File: src/rtl/dsp48a1_pkg.sv
// Shared constants for the DSP48A1 slice model.
package dsp48a1_pkg;

    localparam int DSP_WIDTH = 48;

    // OPMODE bit positions
    localparam int OPM_SUB      = 7;
    localparam int OPM_CARRYSEL = 5;

    // Register stage configuration values
    localparam int REG_BYPASS = 0;
    localparam int REG_ON     = 1;

endpackage

File: src/rtl/dsp_pipe_reg.sv
// Optional pipeline register with clock enable, synchronous clear and async clear.
// A bypassed instance holds no state and passes d straight through to q.
module dsp_pipe_reg
    import dsp48a1_pkg::*;
#(
    parameter int WIDTH = 1,
    parameter int REG   = REG_ON
) (
    input  logic             clk,
    input  logic             rst_n,
    input  logic             ce,
    input  logic             rst,
    input  logic [WIDTH-1:0] d,
    output logic [WIDTH-1:0] q
);

    generate
        if (REG != REG_BYPASS) begin : g_reg
            // Async clear beats sync clear, sync clear beats enable
            always_ff @(posedge clk or negedge rst_n) begin
                if (!rst_n) begin
                    q <= '0;
                end else if (rst) begin
                    q <= '0;
                end else if (ce) begin
                    q <= d;
                end
            end
        end else begin : g_bypass
            // Control inputs have no meaning without state
            logic unused_ctrl;
            assign unused_ctrl = ^{clk, rst_n, ce, rst};
            assign q = d;
        end
    endgenerate

endmodule

File: src/rtl/post_adder_stage.sv
// Post-adder/subtractor of the DSP48A1 slice: optional CYI register on the
// carry-in, Z +/- (X + CIN) at WIDTH+1 bits, optional P and CYO registers.
module post_adder_stage
    import dsp48a1_pkg::*;
#(
    parameter int WIDTH       = DSP_WIDTH,
    parameter int CARRYINREG  = REG_ON,
    parameter int CARRYOUTREG = REG_ON,
    parameter int PREG        = REG_ON
) (
    input  logic             CLK,
    input  logic             RST_N,
    input  logic             CARRYIN_MUX,
    input  logic             CECARRYIN,
    input  logic             RSTCARRYIN,
    input  logic             CEP,
    input  logic             RSTP,
    input  logic             OPMODE7,
    input  logic [WIDTH-1:0] X_IN,
    input  logic [WIDTH-1:0] Z_IN,
    output logic [WIDTH-1:0] P,
    output logic [WIDTH-1:0] PCOUT,
    output logic             CARRYOUT,
    output logic             CARRYOUTF
);

    logic             cin;
    logic [WIDTH:0]   x_cin;
    logic [WIDTH:0]   z_ext;
    logic [WIDTH:0]   res;
    logic [WIDTH-1:0] p_q;
    logic             co_q;

    dsp_pipe_reg #(.WIDTH(1), .REG(CARRYINREG)) u_cyi (
        .clk   (CLK),
        .rst_n (RST_N),
        .ce    (CECARRYIN),
        .rst   (RSTCARRYIN),
        .d     (CARRYIN_MUX),
        .q     (cin)
    );

    // X + CIN cannot overflow WIDTH+1 bits, so the borrow is exact
    assign x_cin = {1'b0, X_IN} + {{WIDTH{1'b0}}, cin};
    assign z_ext = {1'b0, Z_IN};

    // Top bit of the WIDTH+1 result is carry on add, borrow on subtract
    always_comb begin
        res = z_ext + x_cin;
        if (OPMODE7) begin
            res = z_ext - x_cin;
        end
    end

    dsp_pipe_reg #(.WIDTH(WIDTH), .REG(PREG)) u_preg (
        .clk   (CLK),
        .rst_n (RST_N),
        .ce    (CEP),
        .rst   (RSTP),
        .d     (res[WIDTH-1:0]),
        .q     (p_q)
    );

    // CYO shares enable and sync reset with CYI
    dsp_pipe_reg #(.WIDTH(1), .REG(CARRYOUTREG)) u_cyo (
        .clk   (CLK),
        .rst_n (RST_N),
        .ce    (CECARRYIN),
        .rst   (RSTCARRYIN),
        .d     (res[WIDTH]),
        .q     (co_q)
    );

    assign P         = p_q;
    assign PCOUT     = p_q;
    assign CARRYOUT  = co_q;
    assign CARRYOUTF = co_q;

endmodule
File: config.mk
export PLATFORM = sky130hd
export DESIGN_NAME = post_adder_stage
export DESIGN_NICKNAME = d
export VERILOG_FILES = /design/src/rtl/dsp48a1_pkg.sv /design/src/rtl/dsp_pipe_reg.sv /design/src/rtl/post_adder_stage.sv
export SDC_FILE = /design/constraint.sdc
export NUM_CORES = 1
export LEC_CHECK = 0
export CAP_MARGIN = 20
export CORE_ASPECT_RATIO = 1.5
export CORE_MARGIN = 8
export CORE_UTILIZATION = 46
export CTS_CLUSTER_SIZE = 10
export DETAILED_ROUTE_END_ITERATION = 12
export PLACE_DENSITY = 0.76
export SLEW_MARGIN = 20
export SYNTH_ARGS = -nofsm -noshare
export SYNTH_HDL_FRONTEND = slang
export SYNTH_SLANG_ARGS = --single-unit
export TNS_END_PERCENT = 100
File: constraint.sdc
create_clock -name CLK -period 5.9 [get_ports CLK]
set_clock_uncertainty 0.2 [all_clocks]
set_input_delay 1.18 -clock CLK [delete_from_list [all_inputs] [get_ports CLK]]
set_output_delay 1.18 -clock CLK [all_outputs]
set_load 0.005 [all_outputs]
==> metrics.txt <==
vias in the first global route=9058; global-route track usage on met2=42.7%; CP endpoint kind=flop; full die area=21200 µm²; Synth Cell Area=about 7700 µm²; Post-Syn Instances=1004; filler cell count=1191; routing usage on met3=2.21%; Syn Area/Cell=7.65 µm²; crit path DAT=6.01 ns; Clk pwr share=between 10% and 20%; sequential share of the synthesized area=about 16%; most used routing layer=met2; wire per inst=16.8 µm; Critical Path, Cell by Cell=buf_8, ha_4, and3_4, nand4b_1, a211o_1, a2111oi_4, and2_4, or4b_4, buf_6, nor4_4, buf_4, a31oi_1, xor2_1, ha_1, nand4_1, or3_1, o21ai_2, a311oi_2, or4b_1, nand3_1; clk_lat worst skew=~0.29 ns; CTS Root Cell=clkbuf_16; CTS tree=built; P_leak=about 5.8 nW; IO Port Bufs=around 200; dpl hpwl=22.5 mm; Synth area leaders=dfrtp_1 (16%), xnor2_1 (10%), ha_1 (8.3%); PnR Total Power=2.06 mW; Yosys Warn Count=0; global-route met1 utilization=roughly 28%; post-route setup slack=-0.0769 ns; Net Switching=between 0.7 and 0.8 mW; antenna violations before repair=1; Slowest cell on crit path=or4b_4; crit path from=X_IN[0]; vias per cell=5.60; Post-synth EDFFs=0; pwr dens=165 nW/µm²; fin crit share=101%; status=finished, violations left; Remaining DRCs=0; Layout Nets=1607; Starting DRT DRC Count=689; VDD IR max=178 µV; share of the synthesized area in the top cell type=16.3%; RePlAce Congestion=0.934; die height=~170 µm; first-pass GRT wire length=about 43 mm; share of cells above drive strength 1=30.9%; vias=a little over 9000; hold_ws=0.327 ns; Area Overhead vs Synth=63.0%; Internal Pwr Total=1.32 mW; Routed WL=27.9 mm; syn_nets=1160; cts hold-fix bufs=0; CORE AREA=16500 µm²; global route overflow=0; Clock Sinks=50; Max Cap Viol=0; Max Clk Rate=167 MHz; RSZ-0062 raised after global routing=true; HP Start=u_preg.q[36]$_DFFE_PN0P_; Routed Antenna Nets=0; largest net degree at the start of global routing=51; initial core utilization=between 40% and 50%; Setup crit start kind=input port; max-slew violations=0; CTS H-tree lvls=2; DRT Pass-1 Iters=5; Synth cell types=between 70 and 80; CTS max path bufs=2; flops & latches, synth=50; I/O pin total=202; Worst Max-Slew Pin Slew=1.01 ns; Post-synth ARST share=between 90% and 100%; critical path's largest stage delay=0.50 ns; sequential share of power=21.2%; Worst R2R Start=u_cyi.q$_DFFE_PN0P_; failing checks=negative setup slack; Slew headroom=32.2%; # rows=58; Final Critical Period=5.98 ns; WS Path Type=input port to flop; Crit path required time=5.94 ns; Clk pin slew, worst setup/hold paths=0.07 ns; chip width=121 µm; crit-path max FO=5; GRT Total Usage=24.5%; Sw Ratio=approximately 36%; Final Setup Violations=3; Top FF cell, synth=dfrtp_1; Hold Crit Class=flop to flop; Hold Fails Final Rpt=0; Comb power frac=62.6%; largest area contributor in the netlist=dfrtp_1; Num CTS Buffers=5
==> critical path, delay by kind of cell <==
kind,cells,cell delay (ns)
XOR/XNOR,1,0.16
AND/OR/NAND/NOR,9,2.50
AO/OA/AOI/OAI,5,1.26
adder cells (fa/ha/maj),2,0.50
buffers and inverters,3,0.41
==> path summary, 6_finish.rpt <==
check                                                end  cells after the start  slack [ns]
worst max-delay path                 u_cyo.q$_DFFE_PN0P_                     20       -0.08
worst min-delay path            u_preg.q[36]$_DFFE_PN0P_                      2        0.33
worst max register to register       u_cyo.q$_DFFE_PN0P_                     19        0.23
worst min register to register  u_preg.q[36]$_DFFE_PN0P_                      2        0.33
max in group asynchronous        u_preg.q[3]$_DFFE_PN0P_                      1        4.36
min in group asynchronous            u_cyi.q$_DFFE_PN0P_                      1        0.69
==> cell usage after synthesis (6+ instances only) <==
cell,n
a31oi_1,28
xor2_1,46
clkbuf_1,38
and2_1,6
nand4_1,22
dfrtp_1,50
o21ai_0,22
a21o_1,37
a211oi_1,10
a21oi_1,77
buf_4,49
o21bai_1,9
nor3_1,29
a221o_1,8
nand2_1,55
inv_1,25
nor4_1,22
buf_2,7
nor2_1,98
mux2i_1,26
buf_1,8
and4_1,13
or3_1,7
nand2b_1,8
ha_1,51
nand3_1,35
o31ai_1,6
and3_1,25
xnor2_1,88
==> placed cells by master, fill, tap and decap left out, types with 7 or more instances in the layout <==
cell             instances
a21o_1                  37
a21oi_1                 73
a221o_1                  8
a31oi_1                 24
and3_1                  21
and4_1                   9
buf_4                  335
buf_6                   10
clkbuf_2                10
clkdlybuf4s50_1        177
dfrtp_1                 50
ha_1                    48
inv_1                   25
mux2i_1                 26
nand2_1                 53
nand2b_1                 8
nand3_1                 34
nand4_1                 22
nor2_1                  96
nor3_1                  24
nor4_1                  14
o21ai_0                 20
o21bai_1                 9
or3_1                    7
xnor2_1                 86
xor2_1                  45
==> state kept, by name, indices dropped and copies added (netlist names) <==
signal / flops
u_cyi.q: 1
u_cyo.q: 1
u_preg.q: 48
==> power by group through the flow <==
stage,clock [mW],sequential [mW],combinational [mW]
6_report,0.333,0.437,1.29
5_1_grt,0.348,0.444,1.39
4_1_cts,0.337,0.439,1.25
3_5_place_dp,0,0.444,1.24
3_3_place_gp,0,0.441,1.21
2_1_floorplan,0,0.437,0.624
==> cells by family (layout without fill, tap and decap cells) <==
group	Yosys count	after routing	synth area share (%)
fa+ha+maj	52	52	8.57
flops	50	50	16.3
simple gates	353	353	24.5
mux	28	28	3.68
compound gates	255	255	22.3
other cells	0	1	0
buf+inv	132	580	9.36
xor+xnor	134	134	15.3
==> through the flow <==
| step | TNS [ns] | instance area [µm²] | setup slack, ns | util [%] | instances |
|---|---|---|---|---|---|
| final | -0.133 | 12500 | -0.0769 | 75.6 | 1663 |
| after detailed placement | -14.61 | 11800 | -0.926 | 71.2 | 1618 |
| after global routing | -1.53 | 12500 | -0.267 | 75.6 | 1663 |
| after floorplan | -0.289 | 7830 | -0.124 | - | 1004 |
| after CTS | 0 | 12200 | 0.00296 | 73.7 | 1643 |
| after global placement | -12.54 | 11800 | -0.794 | 71.2 | 1618 |
==> layout make-up <==
cell class | instances | area, µm² | area share [%]
Sequential cell | 50 | 1250 | 10.0
Tap cell | 210 | 263 | 2.10
Clock inverter | 3 | 43.8 | 0.350
Clock buffer | 5 | 125 | 1.00
Multi-Input combinational cell | 822 | 6090 | 48.7
Inverter | 26 | 97.6 | 0.780
Antenna cell | 1 | 2.50 | 0.0200
Timing Repair Buffer | 546 | 4640 | 37.1
==> timing repair <==
| item | CTS | global route |
|---|---|---|
| pin swaps | 29 | 50 |
| setup buffers | 16 | 19 |
| setup endpoints to repair | 23 | 21 |
| gates cloned | 1 | 0 |
| resized for setup | 47 | 82 |
==> per-layer routing <==
layer | part of all wire (%) | vias to the layer above
met2 | 50 | 347
met4 | 5.2 | 0
met5 | 0 | -
li1 | - | 4548
met3 | 5.1 | 92
met1 | 40 | 4333
No activity file was read; power rests on OpenSTA's default activity.
